File: src/rtl/calc_port_driver_if.sv
// calc_port_driver_if: operation input, calc2 request/response and result signals of one driver port.
interface calc_port_driver_if #(parameter int DATA_W = 32);
    logic              op_valid;
    logic              op_ready;
    logic [3:0]        op_cmd;
    logic [DATA_W-1:0] op_a;
    logic [DATA_W-1:0] op_b;
    logic [3:0]        req_cmd;
    logic [DATA_W-1:0] req_data;
    logic [1:0]        req_tag;
    logic [1:0]        out_resp;
    logic [DATA_W-1:0] out_data;
    logic [1:0]        out_tag;
    logic              res_valid;
    logic [1:0]        res_resp;
    logic [DATA_W-1:0] res_data;
    logic [1:0]        res_tag;
    logic [3:0]        res_cmd;
    logic [2:0]        outstanding;
    logic              stray_err;
    logic              illegal_op;
    modport slave (
        input  op_valid, op_cmd, op_a, op_b, out_resp, out_data, out_tag,
        output op_ready, req_cmd, req_data, req_tag, res_valid, res_resp, res_data, res_tag, res_cmd,
               outstanding, stray_err, illegal_op
    );
    modport master (
        output op_valid, op_cmd, op_a, op_b, out_resp, out_data, out_tag,
        input  op_ready, req_cmd, req_data, req_tag, res_valid, res_resp, res_data, res_tag, res_cmd,
               outstanding, stray_err, illegal_op
    );
endinterface

File: src/rtl/calc_port_driver.sv
// calc_port_driver: serialises operations into calc2 two-cycle requests, tracks 4 tags and returns results/timeouts.
module calc_port_driver #(
    parameter int NUM_TAGS = 4,
    parameter int TIMEOUT  = 100,
    parameter int DATA_W   = 32
) (
    input logic               clk,
    input logic               reset_n,
    calc_port_driver_if.slave bus
);
    localparam int CW = $clog2(TIMEOUT + 1);
    typedef enum logic {IDLE, SEND_B} state_e;
    state_e              state_q, state_d;
    logic [NUM_TAGS-1:0] busy_q, busy_d;
    logic [CW-1:0]       cnt_q [NUM_TAGS];
    logic [CW-1:0]       cnt_d [NUM_TAGS];
    logic [3:0]          cmd_q [NUM_TAGS];
    logic [3:0]          cmd_d [NUM_TAGS];
    logic [DATA_W-1:0]   b_q, b_d;
    logic [3:0]          req_cmd_q, req_cmd_d;
    logic [DATA_W-1:0]   req_data_q, req_data_d;
    logic [1:0]          req_tag_q, req_tag_d;
    logic                res_valid_q, res_valid_d;
    logic [1:0]          res_resp_q, res_resp_d;
    logic [DATA_W-1:0]   res_data_q, res_data_d;
    logic [1:0]          res_tag_q, res_tag_d;
    logic [3:0]          res_cmd_q, res_cmd_d;
    logic [2:0]          outstanding_q, outstanding_d;
    logic                stray_q, stray_d;
    logic                illegal_q, illegal_d;
    logic                free_any, exp_any, accept, resp_hit;
    logic [1:0]          free_tag, exp_tag;
    // Descending scan so the lowest free / expired tag is the one that sticks.
    always_comb begin
        free_any = 1'b0;
        free_tag = '0;
        exp_any  = 1'b0;
        exp_tag  = '0;
        for (int i = NUM_TAGS - 1; i >= 0; i--) begin
            if (!busy_q[i]) begin
                free_any = 1'b1;
                free_tag = 2'(i);
            end
            if (busy_q[i] && cnt_q[i] == '0) begin
                exp_any = 1'b1;
                exp_tag = 2'(i);
            end
        end
    end
    assign bus.op_ready = (state_q == IDLE) && free_any;
    assign accept       = bus.op_valid && bus.op_ready;
    assign resp_hit     = (bus.out_resp != 2'd0) && busy_q[bus.out_tag];
    always_comb begin
        state_d     = state_q;
        busy_d      = busy_q;
        cnt_d       = cnt_q;
        cmd_d       = cmd_q;
        b_d         = b_q;
        req_cmd_d   = '0;
        req_data_d  = (state_q == SEND_B) ? b_q : '0;
        req_tag_d   = '0;
        res_valid_d = 1'b0;
        res_resp_d  = '0;
        res_data_d  = '0;
        res_tag_d   = '0;
        res_cmd_d   = '0;
        stray_d     = (bus.out_resp != 2'd0) && !busy_q[bus.out_tag];
        illegal_d   = accept && bus.op_cmd == 4'd0;
        if (state_q == SEND_B) state_d = IDLE;
        for (int i = 0; i < NUM_TAGS; i++)
            if (busy_q[i] && cnt_q[i] != '0) cnt_d[i] = cnt_q[i] - CW'(1);
        if (accept && bus.op_cmd != 4'd0) begin
            state_d          = SEND_B;
            busy_d[free_tag] = 1'b1;
            cnt_d[free_tag]  = CW'(TIMEOUT - 1);
            cmd_d[free_tag]  = bus.op_cmd;
            b_d              = bus.op_b;
            req_cmd_d        = bus.op_cmd;
            req_data_d       = bus.op_a;
            req_tag_d        = free_tag;
        end
        // A real response always takes the single result slot; expired tags wait at 0.
        if (resp_hit) begin
            busy_d[bus.out_tag] = 1'b0;
            res_valid_d         = 1'b1;
            res_resp_d          = bus.out_resp;
            res_data_d          = bus.out_data;
            res_tag_d           = bus.out_tag;
            res_cmd_d           = cmd_q[bus.out_tag];
        end else if (exp_any) begin
            busy_d[exp_tag] = 1'b0;
            res_valid_d     = 1'b1;
            res_resp_d      = 2'd3;
            res_tag_d       = exp_tag;
            res_cmd_d       = cmd_q[exp_tag];
        end
        outstanding_d = 3'($countones(busy_d));
    end
    always_ff @(posedge clk) begin
        if (!reset_n) begin
            state_q       <= IDLE;
            busy_q        <= '0;
            b_q           <= '0;
            req_cmd_q     <= '0;
            req_data_q    <= '0;
            req_tag_q     <= '0;
            res_valid_q   <= 1'b0;
            res_resp_q    <= '0;
            res_data_q    <= '0;
            res_tag_q     <= '0;
            res_cmd_q     <= '0;
            outstanding_q <= '0;
            stray_q       <= 1'b0;
            illegal_q     <= 1'b0;
            for (int i = 0; i < NUM_TAGS; i++) begin
                cnt_q[i] <= '0;
                cmd_q[i] <= '0;
            end
        end else begin
            state_q       <= state_d;
            busy_q        <= busy_d;
            cnt_q         <= cnt_d;
            cmd_q         <= cmd_d;
            b_q           <= b_d;
            req_cmd_q     <= req_cmd_d;
            req_data_q    <= req_data_d;
            req_tag_q     <= req_tag_d;
            res_valid_q   <= res_valid_d;
            res_resp_q    <= res_resp_d;
            res_data_q    <= res_data_d;
            res_tag_q     <= res_tag_d;
            res_cmd_q     <= res_cmd_d;
            outstanding_q <= outstanding_d;
            stray_q       <= stray_d;
            illegal_q     <= illegal_d;
        end
    end
    assign bus.req_cmd     = req_cmd_q;
    assign bus.req_data    = req_data_q;
    assign bus.req_tag     = req_tag_q;
    assign bus.res_valid   = res_valid_q;
    assign bus.res_resp    = res_resp_q;
    assign bus.res_data    = res_data_q;
    assign bus.res_tag     = res_tag_q;
    assign bus.res_cmd     = res_cmd_q;
    assign bus.outstanding = outstanding_q;
    assign bus.stray_err   = stray_q;
    assign bus.illegal_op  = illegal_q;
endmodule

File: src/flat_wrapper.sv
// flat-port wrapper written by rule: the top's interface ports become plain ports
module calc_port_driver_flat 
#(
    parameter int NUM_TAGS = 4,
    parameter int TIMEOUT  = 100,
    parameter int DATA_W   = 32
)
  (clk, reset_n, bus_op_valid, bus_op_cmd, bus_op_a, bus_op_b, bus_out_resp, bus_out_data, bus_out_tag, bus_op_ready, bus_req_cmd, bus_req_data, bus_req_tag, bus_res_valid, bus_res_resp, bus_res_data, bus_res_tag, bus_res_cmd, bus_outstanding, bus_stray_err, bus_illegal_op);
  calc_port_driver_if #(.DATA_W(DATA_W)) bus_i ();
  input logic clk;
  input logic reset_n;
  input wire logic [$bits(bus_i.op_valid)-1:0] bus_op_valid;
  input wire logic [$bits(bus_i.op_cmd)-1:0] bus_op_cmd;
  input wire logic [$bits(bus_i.op_a)-1:0] bus_op_a;
  input wire logic [$bits(bus_i.op_b)-1:0] bus_op_b;
  input wire logic [$bits(bus_i.out_resp)-1:0] bus_out_resp;
  input wire logic [$bits(bus_i.out_data)-1:0] bus_out_data;
  input wire logic [$bits(bus_i.out_tag)-1:0] bus_out_tag;
  output wire logic [$bits(bus_i.op_ready)-1:0] bus_op_ready;
  output wire logic [$bits(bus_i.req_cmd)-1:0] bus_req_cmd;
  output wire logic [$bits(bus_i.req_data)-1:0] bus_req_data;
  output wire logic [$bits(bus_i.req_tag)-1:0] bus_req_tag;
  output wire logic [$bits(bus_i.res_valid)-1:0] bus_res_valid;
  output wire logic [$bits(bus_i.res_resp)-1:0] bus_res_resp;
  output wire logic [$bits(bus_i.res_data)-1:0] bus_res_data;
  output wire logic [$bits(bus_i.res_tag)-1:0] bus_res_tag;
  output wire logic [$bits(bus_i.res_cmd)-1:0] bus_res_cmd;
  output wire logic [$bits(bus_i.outstanding)-1:0] bus_outstanding;
  output wire logic [$bits(bus_i.stray_err)-1:0] bus_stray_err;
  output wire logic [$bits(bus_i.illegal_op)-1:0] bus_illegal_op;
  assign bus_i.op_valid = bus_op_valid;
  assign bus_i.op_cmd = bus_op_cmd;
  assign bus_i.op_a = bus_op_a;
  assign bus_i.op_b = bus_op_b;
  assign bus_i.out_resp = bus_out_resp;
  assign bus_i.out_data = bus_out_data;
  assign bus_i.out_tag = bus_out_tag;
  assign bus_op_ready = bus_i.op_ready;
  assign bus_req_cmd = bus_i.req_cmd;
  assign bus_req_data = bus_i.req_data;
  assign bus_req_tag = bus_i.req_tag;
  assign bus_res_valid = bus_i.res_valid;
  assign bus_res_resp = bus_i.res_resp;
  assign bus_res_data = bus_i.res_data;
  assign bus_res_tag = bus_i.res_tag;
  assign bus_res_cmd = bus_i.res_cmd;
  assign bus_outstanding = bus_i.outstanding;
  assign bus_stray_err = bus_i.stray_err;
  assign bus_illegal_op = bus_i.illegal_op;
  calc_port_driver #(.NUM_TAGS(NUM_TAGS), .TIMEOUT(TIMEOUT), .DATA_W(DATA_W)) u_core (.clk(clk), .reset_n(reset_n), .bus(bus_i));
endmodule
File: config.mk
export PLATFORM = sky130hd
export DESIGN_NAME = calc_port_driver_flat
export DESIGN_NICKNAME = d
export VERILOG_FILES = /design/src/rtl/calc_port_driver_if.sv /design/src/rtl/calc_port_driver.sv /design/src/flat_wrapper.sv
export SDC_FILE = /design/constraint.sdc
export NUM_CORES = 1
export LEC_CHECK = 0
export CAP_MARGIN = 15
export CORE_ASPECT_RATIO = 1.5
export CORE_MARGIN = 4
export CORE_UTILIZATION = 52
export CTS_BUF_LIST = sky130_fd_sc_hd__clkbuf_8
export CTS_CLUSTER_DIAMETER = 150
export DETAILED_ROUTE_END_ITERATION = 7
export GPL_TIMING_DRIVEN = 0
export HOLD_SLACK_MARGIN = 0.06
export PLACE_DENSITY = 0.95
export SYNTH_ARGS = -nofsm -noshare
export SYNTH_HDL_FRONTEND = slang
export SYNTH_SLANG_ARGS = --single-unit
File: constraint.sdc
create_clock -name clk -period 6.87 [get_ports clk]
set_clock_uncertainty 0.05 [all_clocks]
set_input_delay 1.0305 -clock clk [delete_from_list [all_inputs] [get_ports clk]]
set_output_delay 1.0305 -clock clk [all_outputs]
set_load 0.02 [all_outputs]
After elaboration in Yosys (flattened, before gate mapping)
Index checks and enable logic that the tools add are counted.
{"block": "word_totals", "out_inout_bits": 85, "in_bits": 107, "wordCells": 137, "regBits": 165}
{"block": "op_classes", "magnitude_cmp": 10, "n_addsub": 7, "bitwise_logic": 12, "reduce_logical": 32, "n_mux": 54}
{"operator": "two-way mux 32 bit", "count": 2}
{"operator": "two-way mux 4 bit", "count": 10}
{"operator": "two-way mux 7 bit", "count": 5}
{"operator": "logical NOT 7 bit", "count": 4}
{"operator": "two-way mux 28 bit", "count": 1}
{"operator": "nonzero test 7 bit", "count": 4}
{"operator": "subtractor 7 x 1 -> 7 bit, second input constant", "count": 4}
{"operator": "two-way mux 2 bit", "count": 12}
{"operator": "logical AND 1 bit", "count": 18}
{"operator": "binary-select mux 4 bit (select 2 bit)", "count": 2}
{"operator": "bitwise mux 16 bit", "count": 1}
{"operator": "bitwise OR 16 bit", "count": 1}
{"operator": "two-way mux 1 bit", "count": 15}
{"operator": "demux 7 bit (select 2 bit)", "count": 1}
{"operator": "bitwise AND 12 bit", "count": 1}
{"operator": "inverter 12 bit", "count": 1}
{"operator": "greater-or-equal comparator 3 bit, second input constant", "count": 3}
{"operator": "less-than comparator 2 x 3 -> 1 bit, second input constant", "count": 3}
{"operator": "inverter 2 -> 3 bit", "count": 3}
{"operator": "bitwise AND 4 bit", "count": 2}
{"operator": "demux 4 bit (select 2 bit)", "count": 1}
{"operator": "inverter 4 bit", "count": 2}
{"operator": "demux 1 bit (select 2 bit)", "count": 3}
{"operator": "greater-or-equal comparator 2 x 1 -> 1 bit, second input constant", "count": 3}
{"operator": "other kinds (11)", "count": 13}

Depth between registers and ports, before layout
{"block": "depth", "depth_word": 16, "depth_mapped": 12, "ltp_nobuf": 11}

Worst setup path before layout
Ideal clock, no wire load.
{"block": "synth_path", "path_kind": "input-to-reg", "startpoint": "input bus_out_tag[1]", "endpoint": "register u_core.outstanding_q[1] (netlist: u_core.bus.outstanding[1])", "t_arrival_ns": 3.264, "t_required_ns": 6.705, "path_slack_ns": 3.441, "path_buffers": 2, "stages": 10, "setup_time_ns": 0.115, "path_cell_list": "buf_2 -> mux2i_1 -> o22a_1 -> buf_2 -> nand3_1 -> o221a_2 -> ha_1 -> ha_1 -> fa_1 -> and2_1"}
{"block": "synth_between", "elab_chain_cells": 9, "elab_cells_between_ends": 14, "cone_classes": "3 x add/sub; 2 x order compare; 5 x mux; 2 x bitwise; 2 x reduce/logical"}
{"item": "start, declared", "line_no": "flat_wrapper.sv:18", "source": "input wire logic [$bits(bus_i.out_tag)-1:0] bus_out_tag;"}
{"item": "less-than comparator 2 x 3 -> 1 bit (implied by the code) or greater-or-equal comparator 2 x 1 -> 1 bit (tied branches)", "line_no": "calc_port_driver.sv:84", "source": "busy_d[bus.out_tag] = 1'b0;"}
{"item": "logical AND 1 bit (implied by the code)", "line_no": "calc_port_driver.sv:84"}
{"item": "two-way mux 1 bit (implied by the code)", "line_no": "calc_port_driver.sv:84"}
{"item": "demux 1 bit (select 2 bit)"}
{"item": "inverter 4 bit (no source line)"}
{"item": "bitwise AND 4 bit (no source line)"}
{"item": "two-way mux 4 bit *", "line_no": "calc_port_driver.sv:83", "source": "if (resp_hit) begin"}
{"item": "net u_core.busy_d[3]", "line_no": "calc_port_driver.sv:14", "source": "logic [NUM_TAGS-1:0] busy_q, busy_d;"}
{"item": "adder 1 x 1 -> 2 bit (implied by the code) *", "line_no": "calc_port_driver.sv:97", "source": "outstanding_d = 3'($countones(busy_d));"}
{"item": "adder 3 bit (implied by the code) *", "line_no": "calc_port_driver.sv:97"}
{"item": "net u_core.outstanding_d[1]", "line_no": "calc_port_driver.sv:28", "source": "logic [2:0] outstanding_q, outstanding_d;"}
{"item": "end signal, assigned", "line_no": "calc_port_driver.sv:133", "source": "outstanding_q <= outstanding_d;"}
{"item": "end, declared", "line_no": "calc_port_driver.sv:28"}
Mark *: on every way through the listed nets, which the timed path passes. The rest lies on a longest branch. The select of a mux whose other input is x is not followed.
A chain may end at the register's enable or synchronous reset.

Final worst setup path
{"block": "layout_path", "startpoint": "input bus_op_cmd[0]", "endpoint": "register u_core.outstanding_q[1] (netlist: u_core.bus.outstanding[1])"}
{"block": "layout_between", "elab_chain_cells": 8, "elab_cells_between_ends": 10, "cone_classes": "3 x add/sub; 3 x mux; 2 x bitwise; 2 x reduce/logical"}
{"item": "start, declared", "line_no": "flat_wrapper.sv:13", "source": "input wire logic [$bits(bus_i.op_cmd)-1:0] bus_op_cmd;"}
{"item": "nonzero test 4 bit *", "line_no": "calc_port_driver.sv:72", "source": "if (accept && bus.op_cmd != 4'd0) begin"}
{"item": "logical AND 1 bit *", "line_no": "calc_port_driver.sv:72"}
{"item": "two-way mux 4 bit *", "line_no": "calc_port_driver.sv:72"}
{"item": "bitwise AND 4 bit (no source line)"}
{"item": "two-way mux 4 bit", "line_no": "calc_port_driver.sv:90", "source": "end else if (exp_any) begin"}
{"item": "two-way mux 4 bit *", "line_no": "calc_port_driver.sv:83"}
{"item": "net u_core.busy_d[2]", "line_no": "calc_port_driver.sv:14"}
{"item": "adder 1 x 1 -> 2 bit (implied by the code) *", "line_no": "calc_port_driver.sv:97"}
{"item": "adder 3 bit (implied by the code) *", "line_no": "calc_port_driver.sv:97"}
{"item": "net u_core.outstanding_d[1]", "line_no": "calc_port_driver.sv:28"}
Mark *: on every way through the listed nets, which the timed path passes. The rest lies on a longest branch.

==> metrics <==
Initial DRC Count=276; share of async-settable or async-resettable flops after synthesis=0%; TritonCTS clock tree=done; HP Class=reg -> reg; synth warn=0; Routed met2 length=9910 µm; CP Capture Type=register; dpl cell area=8450 µm²; syn nets=769; share of layout cells above drive strength 1=6.42%; Setup Buffers After CTS=0; Filler cells=796; DR WL/cell=17.8 µm; final wirelength=18,300 µm; Finished Layout Cells=1,025; CTS H-tree lvls=4; ranking of synthesized cells by area=dfxtp_1, nand2_1, a21boi_0, and2_1, a22o_1; # nets final=977; Worst-path clk slew=0.09 ns; unrepaired setup endpoints after global routing=no; gpl congestion=0.943; Max Fanout on Critical Path=9; DIE AREA=14,100 µm²; Required @ worst endpoint=7.17 ns; clock root buffer=clkbuf_8; clock buffer depth=2; largest net degree at the start of global routing=17; first-pass GRT wire length=28,600 µm; Initial Utilization=53.0%; antenna violations before repair=0; IO buf count=189; drt pass-1 iters=7; hold buffer count at CTS=0; Crit. Startpoint=bus_op_cmd[0]; Startpoint Class=input pin; r2r startpoint=u_core.cnt_q[24]; Worst-Skew Late Latency=0.46 ns; min-delay src=u_core.b_q[2]; max-cap violations=0; dpl hpwl=13,800 µm; vias per inst=5.43; Tot GR Track Use=25.8%; TritonCTS Sinks=165; commonest cells after routing, fill and taps aside=clkdlybuf4s50_1, dfxtp_1, nand2_1; commonest non-fill, non-tap cell in the layout=clkdlybuf4s50_1; Seq cells post-synth=165; arrival time of the worst setup path=4.29 ns; top routing layer in use=met4; total grt overflow=0; sequential area share after synthesis=51.9%; Fmax=251 MHz; Setup CP Type=in -> reg; Hold Slack=0.418 ns; met1 wire length=6640 µm; Post-DRT Antenna Nets=0; via count=5,567; Num CTS Buffers=17; met3 wire len=1160 µm; placed cell count=993; minimum clock period=3.99 ns; Slew @ Worst Pin=1.20 ns; Die Y-Extent=144 µm; pwr dens=231 nW/µm²; Syn Inst Count=651; final routed DRC violation total=0; Slew Limit Fails=0; share of the synthesized area in the top cell type=51.9%; Post-synth top flop=dfxtp_1; Die Wd=98.3 µm; vias in the first global route=5,609; syn avg cell area=9.78 µm²; Tcrit/Tclk final=58.1%; slew margin rel.=19.4%; status=completed; VDD IR max=0.214 mV; Finish-stage setup viols=0; Finished Cell Area=8860 µm²; Std-Cell Core Area=12,000 µm²; leak pwr=3.41 nW; number of diodes=0; Sum Neg Setup Slack=0 ns; cell taking the most area after synthesis=dfxtp_1; overall power=2.05 mW; # rows=49; final hold violations=0; Layout area overhead=39.2%; Synth Cell Area=6370 µm²; number of flops mapped to enable cells by yosys=0; Yosys cell types=47; post-CTS sizing=0; Top Ports=192
==> report_power, final <==
group,switching [mW],internal (mW),total [mW]
logic,0.149,0.152,0.302
clock network,0.379,0.343,0.722
registers,0.0258,1.00,1.03
==> state kept, by name, indices dropped and copies added (netlist names), 3 cells and up <==
| signal | flops |
|---|---|
| u_core.busy_q | 4 |
| u_core.bus.req_data | 32 |
| u_core.bus.res_data | 32 |
| u_core.b_q | 32 |
| u_core.bus.req_cmd | 4 |
| u_core.cmd_q | 16 |
| u_core.bus.outstanding | 3 |
| u_core.bus.res_cmd | 4 |
| u_core.cnt_q | 28 |
==> synth_stat cells (14+ instances only) <==
library cell / n
nor2b_1: 17
and2_1: 47
nand3_1: 15
mux2i_1: 14
nand2_1: 88
a22o_1: 32
inv_1: 17
a21boi_0: 42
nor2_1: 32
clkbuf_1: 30
dfxtp_1: 165
==> kinds of logic after synthesis <==
kind of cell	share of synthesized area (%)
DFF	51.9
muxes	3.62
adders and majority gates	2.28
xor gates and xnor gates	3.16
buffers and inverters	3.79
and+or+nand+nor	19.0
AOI/OAI and AO/OA	16.3
==> per-stage QoR <==
stage	setup WS (ns)	utilization [%]
floorplan	3.44	-
global placement	2.53	70.3
detailed placement	2.49	70.3
CTS	2.98	73.7
global route	2.88	73.7
finish	2.88	73.7
==> path summary, 6_finish.rpt <==
path / to / slack, ns / cells after the start
max: u_core.bus.outstanding[1] / 2.88 / 10
min: u_core.bus.req_data[2] / 0.42 / 1
max reg2reg: u_core.bus.outstanding[1] / 3.60 / 8
min reg2reg: u_core.bus.req_data[2] / 0.42 / 1
==> layer usage <==
layer,global-route usage (%),vias up
met1,27.3,2590
met4,11.9,0
met3,4.52,54
li1,-,2648
met2,49.2,275
met5,0,-
==> final cells by class <==
cell class / instances / area, µm² / area share [%]
Multi-Input combinational cell: 426 / 2820 / 31.8
Inverter: 17 / 63.8 / 0.720
Tap cell: 153 / 191 / 2.16
Sequential cell: 165 / 3300 / 37.3
Clock inverter: 14 / 163 / 1.84
Timing Repair Buffer: 189 / 1890 / 21.4
Clock buffer: 18 / 248 / 2.80
Buffer: 43 / 178 / 2.01
==> worst max-delay path: stages <==
cell	delay, ns
clkdlybuf4s50_1	0.54
or4_1	0.64
nand2_1	0.27
or3_1	0.15
clkbuf_1	0.41
nand2_1	0.12
ha_1	0.32
ha_1	0.21
fa_1	0.42
and2_1	0.16
No activity file was read; power rests on OpenSTA's default activity.
==> patch 1 (same flow settings) <==
`DATA_W` is set to 32 in 3 places; all go to 24.
--- a/src/rtl/calc_port_driver_if.sv
+++ b/src/rtl/calc_port_driver_if.sv
@@ -1,5 +1,5 @@
 // calc_port_driver_if: operation input, calc2 request/response and result signals of one driver port.
-interface calc_port_driver_if #(parameter int DATA_W = 32);
+interface calc_port_driver_if #(parameter int DATA_W = 24);
     logic              op_valid;
     logic              op_ready;
     logic [3:0]        op_cmd;
--- a/src/rtl/calc_port_driver.sv
+++ b/src/rtl/calc_port_driver.sv
@@ -2,7 +2,7 @@
 module calc_port_driver #(
     parameter int NUM_TAGS = 4,
     parameter int TIMEOUT  = 100,
-    parameter int DATA_W   = 32
+    parameter int DATA_W   = 24
 ) (
     input logic               clk,
     input logic               reset_n,
--- a/src/flat_wrapper.sv
+++ b/src/flat_wrapper.sv
@@ -3,7 +3,7 @@
 #(
     parameter int NUM_TAGS = 4,
     parameter int TIMEOUT  = 100,
-    parameter int DATA_W   = 32
+    parameter int DATA_W   = 24
 )
   (clk, reset_n, bus_op_valid, bus_op_cmd, bus_op_a, bus_op_b, bus_out_resp, bus_out_data, bus_out_tag, bus_op_ready, bus_req_cmd, bus_req_data, bus_req_tag, bus_res_valid, bus_res_resp, bus_res_data, bus_res_tag, bus_res_cmd, bus_outstanding, bus_stray_err, bus_illegal_op);
   calc_port_driver_if #(.DATA_W(DATA_W)) bus_i ();
Interface: changed (5 resized); port bits go from 192 to 152. The function was not compared with the original's and may differ.
==> patch 1 against the original RTL <==
Setup slack improved by 0.17 ns. Sequential cell count fell by 24. Design area fell by 15%. Global-route usage rose by 0.19 points. Synthesized area fell by 14%. Cell count fell by 13%. Die area fell by 13%. Wire length fell by 12%. Total power fell by 10%. Critical endpoint unchanged.
==> patch 1: results (changes against the original RTL) <==
metric,value,unit,change
Met1 Wirelength,5.57,mm,-16%
metal3 WL,1.00,mm,-14%
ys flop type,dfxtp_1,,
post-CTS sizing,0,,unchanged
Slew HR,39.5,%,+20 points
Commonest cells post-synth,"141 x dfxtp_1, 73 x nor2_1, 67 x nand2_1",,
met2 wire len,8.79,mm,-11%
synth unique cells,60,,+28%
placed cells,863,,-13%
GPL Wtd Cong,0.824,,-13%
Routed WL,16.0,mm,-12%
# nets final,835,,-15%
Critical Path Fanout Max,10,,+1
area fraction in compound gates after synthesis,13.9,%,-2.4 points
Clock Latency Late Sink,0.45,ns,
Worst path max stage delay,0.73,ns,+0.09 ns
max FFs per register,28,,
Max Used Layer,met4,,
Reg with most FFs,u_core.cnt_q,,
Fin. Hold Viols,0,,unchanged
htree depth,4,,unchanged
kind of cell adding the most delay to the critical path,simple AND/OR/NAND/NOR gates,,
critical path's slowest cell,nor3_2,,
number of port buffers,150,,-21%
hpwl dp,11.8,mm,-15%
xor and xnor fraction of the mapped netlist area,3.03,%,-0.13 points
WP data arrival,4.11,ns,-0.18 ns
largest net degree at the start of global routing,17,,unchanged
Routed WL per cell,17.9,microns,+0.33%
GRT Resource Usage Total,26.0,%,+0.19 points
Leakage,3.02,nW,-11%
First DRT Iteration DRCs,328,,+19%
maximum VDD drop,0.145,mV,-32%
"Seq/Total Area, Yosys",51.4,%,-0.49 points
Synth area leaders,"dfxtp_1 51%, nor2_1 5.0%, nand2_1 4.6%",,
first-pass GRT wire length,25.3,mm,-11%
Syn Inst Count,572,,-12%
Synth Area in Adders,2.64,%,+0.36 points
setup TNS,0,ns,unchanged
outcome,completed,,
1st-pass router iterations,6,,-1
"Warnings, synthesis",0,,unchanged
share of post-route cells with drive strength above 1,7.69,%,+1.3 points
syn nets,666,,-13%
mux cell area share after synthesis,5.13,%,+1.5 points
Via Count,5038,,-9.5%
vias in the first global route,5223,,-6.9%
Placed Area,7170,sq um,-15%
Fillers,677,,-15%
==> patch 1: cell count changes after synthesis, sizes merged, moves of 8 or more <==
cell    change
nor2       +41
a21boi     -39
and2       -37
a21oi      +26
dfxtp      -24
nand2      -21
and3       +18
nor2b      -16
nand3       -9
a22o        -8
nor3        +8
o21a        -8
==> patch 1: area by class of cell <==
class	instances	area [sq um]	area share, %
inverter	13	48.8	0.644
buffer	33	131	1.73
clock inverter	14	158	2.08
multi-input combinational	385	2490	32.9
timing repair buffer	150	1500	19.8
clock buffer	18	248	3.27
sequential	141	2820	37.3
tap	141	176	2.33
==> patch 1: final timing paths <==
path | start | end | slack, ns | cells past startpoint
min | u_core.b_q[18]$_SDFFE_PN0N_ | u_core.b_q[18]$_SDFFE_PN0N_ | 0.41 | 2
max | bus_op_cmd[2] | u_core.bus.outstanding[1]$_SDFF_PN0_ | 3.05 | 10
min reg2reg | u_core.b_q[18]$_SDFFE_PN0N_ | u_core.b_q[18]$_SDFFE_PN0N_ | 0.41 | 2
max reg2reg | u_core.cnt_q[21]$_SDFF_PN0_ | u_core.bus.outstanding[1]$_SDFF_PN0_ | 3.54 | 11
==> patch 1: routing by layer <==
layer	vias to the layer above	global-route usage, %
met2	258	49.3
met1	2390	25.8
li1	2332	-
met5	-	0
met4	0	15.0
met3	58	4.99
==> patch 1: cell families (layout without fill, tap and decap cells) <==
family	after synthesis	after routing
simple gates	232	232
compound gates	100	100
buf+inv	46	228
xor+xnor	19	19
fa+ha+maj	11	11
flops	141	141
mux	23	23
==> patch 1: stage by stage <==
stage	utilization (%)	setup slack, ns	power (W)
2_1_floorplan	-	3.51	0.00105
3_3_place_gp	70.0	2.71	0.00116
3_5_place_dp	70.0	2.63	0.00117
4_1_cts	73.9	3.12	0.00184
5_1_grt	73.9	2.98	0.00191
6_report	73.9	3.05	0.00184
==> patch 1: worst reg2reg max path, cell delays in order (launching register included) <==
cell and delay, ns:
dfxtp_1 0.34, inv_1 0.11, ha_1 0.17, nor4b_1 0.42, nand3_1 0.40, nand4_1 0.37, nor2_1 0.11, nor3_1 0.18
ha_1 0.28, ha_1 0.21, fa_1 0.43, and2_1 0.18
==> patch 1: where the power goes <==
part | switching, W | internal, W
clock | 0.000337 | 0.000339
sequential | 0.0000247 | 0.000856
combinational | 0.000148 | 0.000135
==> patch 2 (config.mk and constraints unchanged) <==
Made on the original files. Reset style: asynchronous (`reset_n`), changed in one clocked block.
--- a/src/rtl/calc_port_driver.sv
+++ b/src/rtl/calc_port_driver.sv
@@ -96,7 +96,7 @@
         end
         outstanding_d = 3'($countones(busy_d));
     end
-    always_ff @(posedge clk) begin
+    always_ff @(posedge clk or negedge reset_n) begin
         if (!reset_n) begin
             state_q       <= IDLE;
             busy_q        <= '0;
Formal check against the unedited RTL: differs if reset_n is asserted again (counterexample within 4 cycles, from zero or initial values and one cycle with reset_n low); with reset_n held inactive, the same outputs for 10 cycles.
==> patch 2 against the original RTL <==
Synthesized area increased by 6.7%. Sequential cell count is the same. Design area rose by 4.8%. Utilization is 0.24 points lower. Cell count down 3.3%. The flow now finishes with violations (design-rule violations). Critical path depth stayed put. Wire length up 20%. Synthesized cell count shrank 5.8%. Setup slack better by 0.21 ns.
Power is not compared: it rests on default switching activity, and its combinational part moved more than twofold at a synthesized area within 25%.
==> patch 2: results (changes against the original RTL) <==
metric,value,unit,change
outcome,finished with violations,,
failing checks,design-rule violations,,
Min-Delay Path Class,flip-flop to flip-flop,,
largest net degree at the start of global routing,86,,+69
worst-case reg-to-reg path depth,10,,+2
1st-pass router iterations,8,,+1
hpwl dp,14.7,mm,+6.7%
pre-CTS setup slack,2.75,ns,+0.255 ns
share of post-route cells with drive strength above 1,8.86,%,+2.4 points
postcts setup bufs,0,,unchanged
ys flop type,dfrtp_1,,
DRC Markers,1,,+1
placed cells,959,,-3.4%
hold_ws,0.448,ns,+0.0302 ns
reg2reg end,u_core.bus.outstanding[1]$_DFF_PN0_,,
Syn Inst Count,613,,-5.8%
# nets final,940,,-3.8%
syn nets,731,,-4.9%
Critical path origin,bus_op_cmd[1],,
FF-to-FF setup slack,3.45,ns,-0.15 ns
WP data arrival,4.06,ns,-0.23 ns
vias in the first global route,6172,,+10%
First DRT Iteration DRCs,752,,+170%
Commonest cells post-synth,"180 x nand2_1, 165 x dfrtp_1, 33 x and2_1",,
Synth area leaders,"dfrtp_1 61%, nand2_1 9.9%, a22o_1 4.1%",,
"Seq/Total Area, Yosys",60.8,%,+8.9 points
Hold Crit Depth,2,,+1
Slew HR,48.6,%,+29 points
Clock Latency Late Sink,0.47,ns,
"Slew Viols, Final",0,,unchanged
critical path's slowest cell,clkdlybuf4s50_1,,
Fillers,720,,-9.5%
diode count,0,,unchanged
Critical Path Fanout Max,10,,+1
Worst setup EP type,flip-flop,,
"Warnings, synthesis",0,,unchanged
total CTS buffers,17,,unchanged
DR vias/cell,5.97,,+9.9%
first-pass GRT wire length,34.4,mm,+20%
async set or reset register ratio after synthesis,100,%,+100 points
clk buf depth,2,,unchanged
hold endpoint,u_core.b_q[30]$_DFFE_PN0N_,,
Routed WL per cell,22.2,microns,+24%
FF+latch area,4130,sq um,+25%
"Reg clk slew, reported paths",0.09,ns,about the same
Placed Area,8910,sq um,+5.5%
GPL Wtd Cong,0.893,,-5.4%
R2R Path Start,u_core.busy_q[3]$_DFF_PN0_,,
Tmin final,3.78,ns,-0.206 ns
clock root buffer,clkbuf_8,,
synth unique cells,59,,+26%
post-route insts no fill,991,,-3.3%
hold path startpoint,u_core.b_q[30]$_DFFE_PN0N_,,
initial antenna violation count,0,,unchanged
GRT Resource Usage Total,30.3,%,+4.5 points
==> patch 2: cell types whose count changed in the layout (fill, tap and decap cells not counted), moves of 6 or more <==
cell and change:
a21boi_0 -40, and2_1 -14, clkbuf_1 -16, clkinvlp_4 +6
dfrtp_1 +165, dfxtp_1 -165, inv_1 -8, mux2i_1 -12
nand2_1 +92, nand4_1 -6, nor2_1 -6, nor2b_1 -15
o21a_1 -11
==> patch 2: cell families (layout without fill, tap and decap cells) <==
group | Yosys count | count (layout) | synth area share, %
AO/OA/AOI/OAI | 78 | 78 | 9.50
AND/OR/NAND/NOR | 297 | 297 | 20.6
flip-flops | 165 | 165 | 60.8
adder cells (fa/ha/maj) | 11 | 11 | 2.14
buffers and inverters | 39 | 261 | 2.80
multiplexers | 7 | 7 | 2.12
XOR/XNOR | 16 | 16 | 2.06
==> patch 2: power breakdown <==
group	total (W)	switching (W)	internal [W]	leakage [nW]
Sequential	0.00156	0.000248	0.00132	2.06
Clock	0.000669	0.000371	0.000297	0.170
Combinational	0.00151	0.000855	0.000654	2.07
==> patch 2: routing by layer <==
layer / wire, microns / global-route usage (%) / vias to the layer above
met1: 6820 / 32.2 / 2840
met3: 2220 / 9.21 / 135
met5: 0 / 0 / -
met4: 1530 / 16.9 / 0
li1: - / - / 2482
met2: 11400 / 52.3 / 456
==> patch 2: cell type report <==
class / instances / share of cell area [%]
plain buffers: 29 / 1.64
well taps: 156 / 2.10
repair buffers: 190 / 20.7
clock buffers: 18 / 2.67
flip-flops and latches: 165 / 44.5
inverters: 10 / 0.404
multi-input cells: 409 / 26.7
clock inverters: 14 / 1.37
==> patch 2: worst max-delay path: cells and delay by family <==
kind	cells	cell delay (ns)
AOI/OAI and AO/OA	2	0.54
and+or+nand+nor	2	0.35
adders and majority gates	3	1.05
buffers and inverters	3	1.09
